`config.mk`:
```
export PLATFORM = sky130hd
export DESIGN_NAME = spi_axi_master_arbiter
export DESIGN_NICKNAME = d
export VERILOG_FILES = /design/src/rtl/spi_axi_master_arbiter.sv
export SDC_FILE = /design/constraint.sdc
export NUM_CORES = 1
export LEC_CHECK = 0
export ABC_CLOCK_PERIOD_IN_PS = 3500
export CAP_MARGIN = 20
export CORE_AREA = 5 5 233 235
export CTS_CLUSTER_DIAMETER = 120
export DETAILED_ROUTE_END_ITERATION = 16
export DIE_AREA = 0 0 238 240
export SETUP_SLACK_MARGIN = 0.3
export SYNTH_ARGS = -nofsm -noshare
export SYNTH_HDL_FRONTEND = slang
export SYNTH_SLANG_ARGS = --single-unit
```
`constraint.sdc`:
```
create_clock -name axi_aclk -period 3.5 [get_ports axi_aclk]
set_clock_uncertainty 0.05 [all_clocks]
set_input_delay 0.7 -clock axi_aclk [delete_from_list [all_inputs] [get_ports axi_aclk]]
set_output_delay 0.7 -clock axi_aclk [all_outputs]
set_load 0.05 [all_outputs]
```
`src/rtl/spi_axi_master_arbiter.sv`:
```
// ---------------------------------------------------------------------------
// spi_axi_master_arbiter
//
// Purpose:
//   Shares one AXI4 master port between two SPI-slave AXI plugs (for
//   example a local SPI target and a multichip-bridge SPI target). Reads and
//   writes are arbitrated independently. Each direction carries one
//   transaction at a time, and its responses are routed back to the
//   requester that owns that transaction. Everything runs in the axi_aclk
//   domain.
//
// Build option:
//   SPI_AXI_ARB_FIXED_PRIO_EN - when defined, both directions use fixed
//   priority (requester 0 beats requester 1) and no round-robin pointers
//   exist. When undefined (default), each direction round-robins with its
//   own pointer.
//
// Ports:
//   axi_aclk, axi_areset     clock; asynchronous active-high reset
//   s_aw_* / s_w_* / s_b_*   per-requester write channels; bit/slice i is
//                            requester i (payloads: [i*AXP +: AXP])
//   s_ar_* / s_r_*           per-requester read channels
//   m_aw_* / m_w_* / m_b_*   shared master write channels
//   m_ar_* / m_r_*           shared master read channels
//   wr_owner, rd_owner       requester index owning each direction
//   wr_busy, rd_busy         direction FSM is not idle
//   proto_err                sticky: requester W-last disagreed with the
//                            beat count implied by AW len
//
// Payload packing (AW/AR): {addr, len[7:0], size[2:0], burst[1:0], id}.
// B resp and R data/resp/last are not muxed. Requesters take them straight
// from the master port, and only the valid/ready pair is steered.
//
// Handshake rule, applying to every channel here: a beat transfers on a
// rising clock edge where valid and ready are both high. valid does not
// depend on ready. Only the current owner's ready/valid is ever steered.
// Non-owner readies and response valids are held at 0.
// ---------------------------------------------------------------------------
module spi_axi_master_arbiter #(
  parameter  int AXI_ADDR_WIDTH = 32,
  parameter  int AXI_DATA_WIDTH = 64,
  parameter  int AXI_ID_WIDTH   = 3,
  localparam int AXP            = AXI_ADDR_WIDTH + 8 + 3 + 2 + AXI_ID_WIDTH,
  localparam int SW             = AXI_DATA_WIDTH / 8
) (
  input  logic                        axi_aclk,
  input  logic                        axi_areset,
  // requester write side
  input  logic [1:0]                  s_aw_valid,
  input  logic [2*AXP-1:0]            s_aw_pld,
  output logic [1:0]                  s_aw_ready,
  input  logic [1:0]                  s_w_valid,
  input  logic [2*AXI_DATA_WIDTH-1:0] s_w_data,
  input  logic [2*SW-1:0]             s_w_strb,
  input  logic [1:0]                  s_w_last,
  output logic [1:0]                  s_w_ready,
  output logic [1:0]                  s_b_valid,
  input  logic [1:0]                  s_b_ready,
  // requester read side
  input  logic [1:0]                  s_ar_valid,
  input  logic [2*AXP-1:0]            s_ar_pld,
  output logic [1:0]                  s_ar_ready,
  output logic [1:0]                  s_r_valid,
  input  logic [1:0]                  s_r_ready,
  // master write side
  output logic                        m_aw_valid,
  output logic [AXP-1:0]              m_aw_pld,
  input  logic                        m_aw_ready,
  output logic                        m_w_valid,
  output logic [AXI_DATA_WIDTH-1:0]   m_w_data,
  output logic [SW-1:0]               m_w_strb,
  output logic                        m_w_last,
  input  logic                        m_w_ready,
  input  logic                        m_b_valid,
  input  logic [1:0]                  m_b_resp,
  output logic                        m_b_ready,
  // master read side
  output logic                        m_ar_valid,
  output logic [AXP-1:0]              m_ar_pld,
  input  logic                        m_ar_ready,
  input  logic                        m_r_valid,
  input  logic [AXI_DATA_WIDTH-1:0]   m_r_data,
  input  logic [1:0]                  m_r_resp,
  input  logic                        m_r_last,
  output logic                        m_r_ready,
  // status
  output logic                        wr_owner,
  output logic                        rd_owner,
  output logic                        wr_busy,
  output logic                        rd_busy,
  output logic                        proto_err
);

  // Bit position of len inside a packed AW/AR payload.
  localparam int LEN_LSB = AXI_ID_WIDTH + 2 + 3;

  typedef enum logic [1:0] {
    W_IDLE = 2'd0,
    W_ADDR = 2'd1,
    W_DATA = 2'd2,
    W_RESP = 2'd3
  } wr_state_t;

  typedef enum logic [1:0] {
    R_IDLE = 2'd0,
    R_ADDR = 2'd1,
    R_DATA = 2'd2
  } rd_state_t;

  wr_state_t wr_state, wr_state_d;
  rd_state_t rd_state, rd_state_d;

  logic [7:0] wlen_q;
  logic [7:0] wcnt;

  logic wr_grant, wr_aw_hs, wr_w_hs;
  logic rd_grant;
  logic wr_winner, rd_winner;

  // Per-requester slices of the packed inputs.
  logic [AXP-1:0]            aw_pld0, aw_pld1, ar_pld0, ar_pld1;
  logic [AXI_DATA_WIDTH-1:0] w_data0, w_data1;
  logic [SW-1:0]             w_strb0, w_strb1;

  assign aw_pld0 = s_aw_pld[AXP-1:0];
  assign aw_pld1 = s_aw_pld[2*AXP-1:AXP];
  assign ar_pld0 = s_ar_pld[AXP-1:0];
  assign ar_pld1 = s_ar_pld[2*AXP-1:AXP];
  assign w_data0 = s_w_data[AXI_DATA_WIDTH-1:0];
  assign w_data1 = s_w_data[2*AXI_DATA_WIDTH-1:AXI_DATA_WIDTH];
  assign w_strb0 = s_w_strb[SW-1:0];
  assign w_strb1 = s_w_strb[2*SW-1:SW];

  // These inputs reach the requesters by direct fan-out. The arbiter
  // itself never looks at them.
  logic unused_fanout;
  assign unused_fanout = ^{m_b_resp, m_r_data, m_r_resp};

  // -------------------------------------------------------------------------
  // Winner selection
  // -------------------------------------------------------------------------
`ifdef SPI_AXI_ARB_FIXED_PRIO_EN
  // Requester 0 wins whenever it is requesting.
  assign wr_winner = ~s_aw_valid[0];
  assign rd_winner = ~s_ar_valid[0];
`else
  logic wr_ptr, rd_ptr;

  // The requester at the pointer wins if it is asking. Otherwise the other
  // one wins. The pointer then moves past the winner.
  assign wr_winner = s_aw_valid[wr_ptr] ? wr_ptr : ~wr_ptr;
  assign rd_winner = s_ar_valid[rd_ptr] ? rd_ptr : ~rd_ptr;

  always_ff @(posedge axi_aclk or posedge axi_areset) begin
    if (axi_areset) begin
      wr_ptr <= 1'b0;
      rd_ptr <= 1'b0;
    end else begin
      if (wr_grant) wr_ptr <= ~wr_winner;
      if (rd_grant) rd_ptr <= ~rd_winner;
    end
  end
`endif

  // -------------------------------------------------------------------------
  // Write direction
  // -------------------------------------------------------------------------
  always_ff @(posedge axi_aclk or posedge axi_areset) begin
    if (axi_areset) begin
      wr_state  <= W_IDLE;
      wr_owner  <= 1'b0;
      wlen_q    <= 8'd0;
      wcnt      <= 8'd0;
      proto_err <= 1'b0;
    end else begin
      wr_state <= wr_state_d;
      if (wr_grant) wr_owner <= wr_winner;
      if (wr_aw_hs) begin
        wlen_q <= m_aw_pld[LEN_LSB +: 8];
        wcnt   <= 8'd0;
      end
      if (wr_w_hs) begin
        wcnt <= wcnt + 8'd1;
        // The requester's own last flag is only checked. The beat count
        // taken from AW len is what marks the end of the burst.
        if (s_w_last[wr_owner] != m_w_last) proto_err <= 1'b1;
      end
    end
  end

  always_comb begin
    wr_state_d = wr_state;
    wr_grant   = 1'b0;
    wr_aw_hs   = 1'b0;
    wr_w_hs    = 1'b0;
    m_aw_valid = 1'b0;
    m_aw_pld   = '0;
    s_aw_ready = 2'b00;
    m_w_valid  = 1'b0;
    m_w_data   = '0;
    m_w_strb   = '0;
    m_w_last   = 1'b0;
    s_w_ready  = 2'b00;
    s_b_valid  = 2'b00;
    m_b_ready  = 1'b0;
    case (wr_state)
      W_IDLE: begin
        if (|s_aw_valid) begin
          wr_grant   = 1'b1;
          wr_state_d = W_ADDR;
        end
      end
      W_ADDR: begin
        m_aw_valid           = s_aw_valid[wr_owner];
        m_aw_pld             = wr_owner ? aw_pld1 : aw_pld0;
        s_aw_ready[wr_owner] = m_aw_ready;
        if (m_aw_valid && m_aw_ready) begin
          wr_aw_hs   = 1'b1;
          wr_state_d = W_DATA;
        end
      end
      W_DATA: begin
        m_w_valid           = s_w_valid[wr_owner];
        m_w_data            = wr_owner ? w_data1 : w_data0;
        m_w_strb            = wr_owner ? w_strb1 : w_strb0;
        m_w_last            = (wcnt == wlen_q);
        s_w_ready[wr_owner] = m_w_ready;
        if (m_w_valid && m_w_ready) begin
          wr_w_hs = 1'b1;
          if (m_w_last) wr_state_d = W_RESP;
        end
      end
      W_RESP: begin
        s_b_valid[wr_owner] = m_b_valid;
        m_b_ready           = s_b_ready[wr_owner];
        if (m_b_valid && m_b_ready) wr_state_d = W_IDLE;
      end
      default: wr_state_d = W_IDLE;
    endcase
  end

  assign wr_busy = (wr_state != W_IDLE);

  // -------------------------------------------------------------------------
  // Read direction
  // -------------------------------------------------------------------------
  always_ff @(posedge axi_aclk or posedge axi_areset) begin
    if (axi_areset) begin
      rd_state <= R_IDLE;
      rd_owner <= 1'b0;
    end else begin
      rd_state <= rd_state_d;
      if (rd_grant) rd_owner <= rd_winner;
    end
  end

  always_comb begin
    rd_state_d = rd_state;
    rd_grant   = 1'b0;
    m_ar_valid = 1'b0;
    m_ar_pld   = '0;
    s_ar_ready = 2'b00;
    s_r_valid  = 2'b00;
    m_r_ready  = 1'b0;
    case (rd_state)
      R_IDLE: begin
        if (|s_ar_valid) begin
          rd_grant   = 1'b1;
          rd_state_d = R_ADDR;
        end
      end
      R_ADDR: begin
        m_ar_valid           = s_ar_valid[rd_owner];
        m_ar_pld             = rd_owner ? ar_pld1 : ar_pld0;
        s_ar_ready[rd_owner] = m_ar_ready;
        if (m_ar_valid && m_ar_ready) rd_state_d = R_DATA;
      end
      R_DATA: begin
        s_r_valid[rd_owner] = m_r_valid;
        m_r_ready           = s_r_ready[rd_owner];
        if (m_r_valid && m_r_ready && m_r_last) rd_state_d = R_IDLE;
      end
      default: rd_state_d = R_IDLE;
    endcase
  end

  assign rd_busy = (rd_state != R_IDLE);

endmodule

```
; ---- Yosys cells after proc, flatten, opt, wreduce, memory -nomap -nowiden
; Cells that the tools add are included.
[classes]
n_addsub = 1
order_cmp = 6
eq_ne = 15
muxes = 61
n_bitwise = 9
reduce_logical = 18
[op_table]
columns = op, count
row1 = 48-bit two-way mux, 4
row2 = 64-bit two-way mux, 2
row3 = 1-bit two-way mux, 34
row4 = 8-bit two-way mux, 4
row5 = 2-bit two-way mux, 13
row6 = "2-bit inequality test, second input constant", 8
row7 = 2-bit bitwise AND, 5
row8 = "8-bit by 1-bit adder with 8-bit output, second input constant", 1
row9 = 8-bit == test, 1
row10 = 1-bit logical AND, 8
row11 = "1-bit by 2-bit less-than comparator with 1-bit output, second input constant", 4
row12 = 2-bit one-hot mux with 4 select lines, 1
row13 = "2-bit == test, second input constant", 3
row14 = 2-bit one-hot mux with 3 select lines, 1
row15 = 2-bit nonzero test, 3
row16 = 5-bit AND reduction, 1
row17 = "2-bit by 1-bit == test with 1-bit output, second input constant", 2
row18 = 2-bit logical NOT, 2
row19 = 1-bit NOT, 4
row20 = 2-bit OR reduction, 2
row21 = 3-bit AND reduction, 1
row22 = 1-bit demux with 1-bit select, 2
row23 = "1-bit >= comparator, second input constant", 2
row24 = 2-bit AND reduction, 1
row25 = 1-bit inequality test, 1
[word_totals]
register_bits = 25
input_bits = 424
output_inout_bits = 189

; ---- Longest topological paths before layout
; Gate-level depths: netlist of the first run.
[logic_depth]
ltp_word = 7
ltp_mapped = 7

; ---- Worst setup path after synthesis of the first run
; OpenSTA, ideal clock, no wires.
[synth_timing]
path_type = register to output
startpoint = register wr_owner
endpoint = output m_w_data[50]
t_arrival_ns = 2.327
required_time_ns = 2.750
slack_ns = 0.423
path_stages_with_launch = 7
path_cell_list = dfrtp_1 buf_2 buf_4 buf_2 buf_4 mux2i_1 nor2_1
[synth_via]
elab_chain_len = 2
[synth_rtl]
columns = item, line
row1 = start: declaration, 87  ; output logic wr_owner,
row2 = start signal: assignment, 177  ; if (wr_grant) wr_owner <= wr_winner;
row3 = 64-bit two-way mux, 224  ; m_w_data = wr_owner ? w_data1 : w_data0;
row4 = 64-bit two-way mux, 206  ; case (wr_state)
row5 = end: declaration, 70  ; output logic [AXI_DATA_WIDTH-1:0] m_w_data,
; No other way between the ends.

; ---- Worst setup path in the final report of the first run
[layout_timing]
startpoint = register wr_owner
endpoint = output m_w_strb[2]
[layout_via]
elab_chain_len = 2
[layout_rtl]
columns = item, line
row1 = 8-bit two-way mux, 225  ; m_w_strb = wr_owner ? w_strb1 : w_strb0;
row2 = 8-bit two-way mux, 206
row3 = end: declaration, 71  ; output logic [SW-1:0] m_w_strb,
; No other way between the ends.

==> summary.md, run 1 <==
| Metric | Value |
|---|---|
| WP data required | 2.75 ns |
| Final RePlAce weighted congestion | 0.839 |
| Global-route wire length before repair | 37400 um |
| RSZ-0062 raised after global routing | no |
| Overflow after GRT | 0 |
| Syn Nets | 956 |
| Comb pwr share | 0.901 |
| P_int | 3.32 mW |
| Worst-case reg-to-reg path depth | 6 |
| Crit path capture type | output pin |
| Final Setup Violations | 0 |
| Fraction of layout cells with a size suffix above 1 | 0.124 |
| Most frequent CP cell | buf_12 |
| FP Rows | 84 |
| Syn. warnings | 0 |
| Buf/Inv on CP | 3 |
| Area growth, synth to finish | 151% |
| Max cap viols | 0 |
| Crit path kind | register to output pin |
| Core area | 0.0520 mm^2 |
| Sequential power share | 0.067 |
| Worst skew pair latency | 0.28 ns |
| Clock edge transition at the registers on the reported setup and hold paths | 0.08 ns |
| RR Endpoint | wr_state[1] |
| Hold Path Stages | 1 |
| Clk pwr share | 0.032 |
| Via count | 5826 |
| Cell Count, Final, Fillers Out | 1744 |
| Mapped Area | 0.00410 mm^2 |
| Switch Pwr | 5.38 mW |
| Total power | 8.70 mW |
| Worst hold margin | 0.428 ns |
| Via/cell ratio | 3.34 |
| Synth unique cells | 40 |
| Worst path top cell family by delay | buffers and inverters |
| DRC | 0 |
| Post-route ant nets | 0 |
| DR WL/cell | 15.4 um |
| Die height | 240 um |
| Fmax | 328 MHz |
| Min-delay src | proto_err |
| DP HPWL | 23300 um |
| Pre-antenna DRT Iters | 5 |
| Largest net degree at the start of global routing | 57 |
| Final Slew Violations | 0 |
| Die ar. | 0.0571 mm^2 |
| Slowest stage delay, CP | 0.70 ns |
| Max rail drop VDD | 0.000474 V |
| Outcome | complete, no violations |
| Number of global-route vias before repair | 6062 |
| Initial core utilization | 0.0788 |
| Max clock buf depth | 2 |
| Critical Path Source Type | register |
| Avg Inst Size Synth | 7.79 um^2 |
| Lkg Pwr | 4.76 nW |
| Fin crit share | 0.870 |
| Pwr dens | 844 mW/mm^2 |
| Post-Syn Instances | 526 |
| Crit path max fanout | 35 |
| Share of synthesized area occupied by flip-flops and latches | 0.153 |
| CTS tree | yes |
| 1st-iter DRT viols | 257 |
| Slew at the pin with the worst max-slew slack | 0.614 ns |
| Hold Path End | proto_err |
| CTS Sinks | 25 |
| Sw Share | 0.618 |
| Port bufs | 544 |
| Final net count | 1486 |
| Fin crit period | 3.04 ns |
| Worst R2R Start | wr_owner |
| Setup TNS | 0 ns |
| Hold Vio Cnt, Final | 0 |
| I/O pin count | 613 |
| CTS Hold Bufs | 0 |
| CP max-delay cell | dfrtp_4 |
| Slew HR | 0.590 |
| WL final | 26900 um |
| Worst R2R Setup Slack | 0.80 ns |
| CTS Buf Count | 3 |
| Worst hold path type | register to register |
| Die Wd | 238 um |
| Post-synthesis register bit count | 25 |
| H-tree depth | 1 |
| Gr usage total | 0.0836 |
| WP data arrival | 2.29 ns |
| Root Buffer Master | clkbuf_16 |
| CP Cell Sequence | buf_12 -> buf_12 -> mux2i_1 -> nor2_1 -> buf_4 |
| DP Cell Count | 1738 |
| Antenna violations before repair | 3 |
## layout by cell type (no fill, tap or decap), drive strengths merged, types with 4 or more instances in the layout
cell,instances
clkdlybuf4s50,418
and3,6
ha,6
mux2i,175
nand3,4
nand2,20
dlygate4sd2,20
dlymetal6s2s,12
inv,7
mux2,11
a21oi,4
o21ai,12
buf,114
nor2b,52
nor2,135
dfrtp,25
xor2,8
## metal layers
metal | share of wire | vias up | track usage
li1 | - | 2858 | -
met1 | 0.45 | 2680 | 0.114
met2 | 0.47 | 272 | 0.140
met3 | 0.076 | 12 | 0.0202
met4 | 0.0060 | 4 | 0.00835
met5 | 0.0010 | - | 0
## logic make-up after synthesis
family / Yosys count / share of synthesized area
compound gates: 29 / 0.0482
buf+inv: 46 / 0.0485
simple gates: 226 / 0.257
fa+ha+maj: 6 / 0.0183
flops: 25 / 0.153
mux: 186 / 0.458
xor+xnor: 8 / 0.0171
## worst max-delay path by stage
stage / end / slack [ns] / start / cells after the start
6_report: m_w_strb[2] / 0.46 / wr_owner / 5
5_1_grt: m_aw_pld[30] / 0.36 / wr_state[1] / 5
4_1_cts: m_aw_pld[39] / 0.31 / wr_state[1] / 5
3_5_place_dp: m_ar_pld[10] / 0.46 / s_ar_pld[58] / 4
3_3_place_gp: m_ar_pld[10] / 0.47 / s_ar_pld[58] / 4
2_1_floorplan: m_w_data[50] / 0.42 / wr_owner / 6
## power groups by stage
stage	combinational (mW)	sequential (mW)	clock, mW
floorplan	5.25	0.539	0
global placement	7.83	0.625	0
detailed placement	7.86	0.632	0
CTS	7.94	0.583	0.305
global route	8.24	0.605	0.314
finish	7.83	0.580	0.282
## cell type report
type                    instances  area, um^2
flip-flops and latches         25         631
fillers                      5775       41700
repair buffers                564        5420
well taps                     688         861
clock inverters                 1        7.51
multi-input cells             455        3280
clock buffers                   3        75.1
diodes                          1        2.50
inverters                       7        26.3
## metrics by stage
| stage | setup WS, ns | util | cell area, um^2 |
|---|---|---|---|
| final | 0.455 | 0.198 | 10300 |
| after global routing | 0.355 | 0.198 | 10300 |
| after CTS | 0.315 | 0.197 | 10300 |
| after detailed placement | 0.461 | 0.196 | 10200 |
| after global placement | 0.472 | 0.196 | 10200 |
| after floorplan | 0.423 | - | 4100 |
## flip-flops by register name (all words and copies together), names as in the netlist
name       cells
wr_state       2
rd_owner       1
rd_state       2
wcnt           8
rd_ptr         1
wr_ptr         1
wlen_q         8
wr_owner       1
proto_err      1
## timing repair
item,CTS,global route
endpoints found under the setup margin,45,12
hold endpoints to repair,0,0
gates resized for setup,21,12
gates cloned,0,0
setup buffers,1,0
## Yosys cell counts (all sizes together)
library cell,count,area share
clkbuf,21,0.019
a22o,1,0.0021
a22oi,1,0.0018
nor4,2,0.0082
xor2,8,0.017
a21boi,1,0.0018
nand2,20,0.019
ha,6,0.018
mux2i,175,0.43
nand2b,1,0.0015
or3,1,0.0015
buf,18,0.023
dfrtp,25,0.15
nand3,4,0.0061
o31ai,3,0.0055
nor2,135,0.12
and3,6,0.0092
a21oi,4,0.0049
and2,3,0.0046
o21ai,12,0.015
or4,1,0.0018
a31o,1,0.0021
a31oi,3,0.0046
o21a,1,0.0018
nor2b,52,0.079
o32ai,1,0.0021
inv,7,0.0064
nor3,1,0.0012
a2111oi,1,0.0067
mux2,11,0.031
(Power assumes the default switching activity.)
==> run 2: changes to the inputs <==
--- a/config.mk
+++ b/config.mk
@@ -5,12 +5,12 @@
 export SDC_FILE = /design/constraint.sdc
 export NUM_CORES = 1
 export LEC_CHECK = 0
-export ABC_CLOCK_PERIOD_IN_PS = 3500
+export ABC_CLOCK_PERIOD_IN_PS = 2800
 export CAP_MARGIN = 20
-export CORE_AREA = 5 5 233 235
+export CORE_AREA = 5 5 232 234
 export CTS_CLUSTER_DIAMETER = 120
 export DETAILED_ROUTE_END_ITERATION = 16
-export DIE_AREA = 0 0 238 240
+export DIE_AREA = 0 0 237 239
 export SETUP_SLACK_MARGIN = 0.3
 export SYNTH_ARGS = -nofsm -noshare
 export SYNTH_HDL_FRONTEND = slang
==> constraint.sdc (replaced) <==
create_clock -name axi_aclk -period 2.8 [get_ports axi_aclk]
set_clock_uncertainty 0.05 [all_clocks]
set_input_delay 0.56 -clock axi_aclk [delete_from_list [all_inputs] [get_ports axi_aclk]]
set_output_delay 0.56 -clock axi_aclk [all_outputs]
set_load 0.05 [all_outputs]
==> run 2 against run 1 <==
- core utilization grew 4.2 points
- largest cell class unchanged
- worst hold slack gained 0.0059 ns
- design area grew 21%
- via count grew 2.6%
- die area shrank 0.84%
- worst setup slack lost 0.058 ns
- largest power group unchanged
- first-iteration DRC count shrank 63%
- sequential share of layout area shrank 1.1 points
- cell count grew 1.1%
- register-to-register slack lost 0.24 ns
==> summary.md, run 2 (synthesized netlist as in run 1, its figures left out) <==
| Metric | Value |
|---|---|
| Min-delay src | rd_ptr (was proto_err) |
| Root Buffer Master | clkbuf_16 (unchanged) |
| Fmax | 416 MHz |
| Max cap viols | 0 (unchanged) |
| Fraction of layout cells with a size suffix above 1 | 0.376 (was 0.124) |
| Initial core utilization | 0.0791 (was 0.0788) |
| Via/cell ratio | 3.39 (was 3.34) |
| Worst hold margin | 0.434 ns (was 0.428 ns) |
| RR Endpoint | wcnt[4] (was wr_state[1]) |
| DP Area | 0.0123 mm^2 (was 0.0102 mm^2) |
| Worst skew pair latency | 0.26 ns (was 0.28 ns) |
| Buf/Inv on CP | 3 (unchanged) |
| RSZ-0062 raised after global routing | yes (was no) |
| Post-route cell area | 0.0124 mm^2 (was 0.0103 mm^2) |
| Core area | 0.0518 mm^2 (was 0.0520 mm^2) |
| Die ar. | 0.0566 mm^2 (was 0.0571 mm^2) |
| Lkg Pwr | 5.15 nW (was 4.76 nW) |
| Pwr dens | 1090 mW/mm^2 (was 844 mW/mm^2) |
| 1st-iter DRT viols | 96 (was 257) |
| Area growth, synth to finish | 204% (was 151%) |
| Hold Vio Cnt, Final | 0 (unchanged) |
| Gr usage total | 0.108 (was 0.0836) |
| Hold Path Stages | 1 (unchanged) |
| Largest net degree at the start of global routing | 54 (was 57) |
| Final RePlAce weighted congestion | 0.895 (was 0.839) |
| Outcome | complete, no violations (unchanged) |
| DRC | 0 (unchanged) |
| DP Cell Count | 1747 (was 1738) |
| Setup ws final | 0.398 ns (was 0.455 ns) |
| Crit path capture type | output pin (unchanged) |
| Final Slew Violations | 0 (unchanged) |
| Max rail drop VDD | 0.000562 V (was 0.000474 V) |
| CP max-delay cell | dfrtp_1 (was dfrtp_4) |
| Sequential Area | 631 um^2 (unchanged) |
| CTS Sinks | 25 (unchanged) |
| Die Wd | 237 um (was 238 um) |
| WP data required | 2.19 ns (was 2.75 ns) |
| Cell Count, Final, Fillers Out | 1763 (was 1744) |
| FP Rows | 84 (unchanged) |
| Via count | 5979 (was 5826) |
| Setup TNS | 0 ns (unchanged) |
| WL final | 32700 um (was 26900 um) |
| Worst R2R Setup Slack | 0.56 ns (was 0.80 ns) |
| Clock edge transition at the registers on the reported setup and hold paths | 0.06 ns (was 0.08 ns) |
| Util after Layout | 0.240 (was 0.198) |
| I/O pin count | 613 (unchanged) |
| DR WL/cell | 18.5 um (was 15.4 um) |
| Most common cell after layout, fill and taps aside | clkdlybuf4s50_1 (unchanged) |
| Final net count | 1499 (was 1486) |
| Die height | 239 um (was 240 um) |
| Port bufs | 544 (unchanged) |
| Fin crit share | 0.858 |
| Overflow after GRT | 0 (unchanged) |
| Hold Path End | rd_ptr (was proto_err) |
| Slowest stage delay, CP | 0.45 ns (was 0.70 ns) |
| Total power | 13.6 mW (was 8.70 mW) |
| Fill count | 5579 (was 5775) |
| DP HPWL | 29600 um (was 23300 um) |
| Worst R2R Start | wr_state[1] (was wr_owner) |
| CTS Hold Bufs | 0 (unchanged) |
| Max clock buf depth | 2 (unchanged) |
| H-tree depth | 1 (unchanged) |
| Worst hold path type | register to register (unchanged) |
| Largest registers | wcnt: 8 flops, wlen_q: 8 flops (unchanged) |
| CTS Buf Count | 3 (unchanged) |
| Number of global-route vias before repair | 6488 (was 6062) |
| Most frequent CP cell | buf_12 (unchanged) |
| Highest-count cells in the layout ignoring fill and taps | clkdlybuf4s50_1 (359), mux2i_1 (174), buf_12 (144), nor2_2 (105), buf_4 (72) (was clkdlybuf4s50_1 (418), mux2i_1 (175), nor2_1 (134), buf_4 (110), nor2b_1 (52)) |
| CTS tree | yes (unchanged) |
| Global-route wire length before repair | 45200 um (was 37400 um) |
| Critical Path Source Type | register (unchanged) |
| Final Setup Violations | 0 (unchanged) |
| Post-route ant nets | 0 (unchanged) |
| Crit path kind | register to output pin (unchanged) |
| Fin crit period | 2.40 ns |
| Multi-input logic area | 0.00378 mm^2 (was 0.00328 mm^2) |
| Worst path top cell family by delay | buffers and inverters (unchanged) |
| Crit path max fanout | 53 (was 35) |
| Slew HR | 0.635 (was 0.590) |
| Antenna violations before repair | 22 (was 3) |
| CP Cell Sequence | inv_1 -> ha_1 -> buf_12 -> nor2b_1 -> buf_12 (was buf_12 -> buf_12 -> mux2i_1 -> nor2_1 -> buf_4) |
| Pre-antenna DRT Iters | 4 (was 5) |
| Slew at the pin with the worst max-slew slack | 0.547 ns (was 0.614 ns) |
| WP data arrival | 1.79 ns (was 2.29 ns) |
| Worst-case reg-to-reg path depth | 8 (was 6) |
| Place WS | 0.333 ns (was 0.461 ns) |
-- run 2: cell types whose count changed in the layout (fill, tap and decap cells not counted), moves of 19 or more --
cell             change
buf_12             +140
clkdlybuf4s50_1     -59
nor2_2             +104
nor2b_2             +47
nor2b_1             -47
nor2_1             -118
dlygate4sd2_1       -19
buf_4               -38
-- run 2: cell type report --
class,instances,share of cell area
timing repair buffer,577,0.565
tap,688,0.0692
clock buffer,3,0.00603
sequential,25,0.0507
multi-input combinational,455,0.304
inverter,7,0.00251
clock inverter,1,0.000704
antenna,7,0.00141
-- run 2: where the power goes --
group	switching, mW	internal (mW)	total, mW
Combinational	7.18	5.40	12.6
Sequential	0.182	0.511	0.692
Clock	0.133	0.197	0.331
Total	7.50	6.10	13.6
-- run 2: layer usage --
metal | vias up | wire [um] | global-route usage
li1 | 2893 | - | -
met1 | 2699 | 12200 | 0.118
met3 | 34 | 3300 | 0.0403
met4 | 0 | 352 | 0.0163
met5 | - | 0 | 0
met2 | 353 | 16900 | 0.203
-- run 2: repair_timing --
item | 4_1_cts | 5_1_grt
setup endpoints to repair | 80 | 67
setup buffers | 4 | 1
resized for setup | 4 | 8
-- run 2: how the worst max path moves through the flow --
| stage | start | endpoint | slack, ns | cells after the start |
|---|---|---|---|---|
| after floorplan | wr_owner | m_w_data[50] | 0.22 | 6 |
| after detailed placement | s_aw_valid[1] | wcnt[4] | 0.33 | 6 |
| after global placement | s_aw_valid[1] | wcnt[6] | 0.36 | 6 |
| after global routing | wr_state[1] | m_aw_pld[14] | 0.28 | 5 |
| after CTS | wr_state[0] | m_w_strb[3] | 0.30 | 6 |
| final | wr_state[1] | m_aw_pld[8] | 0.40 | 5 |
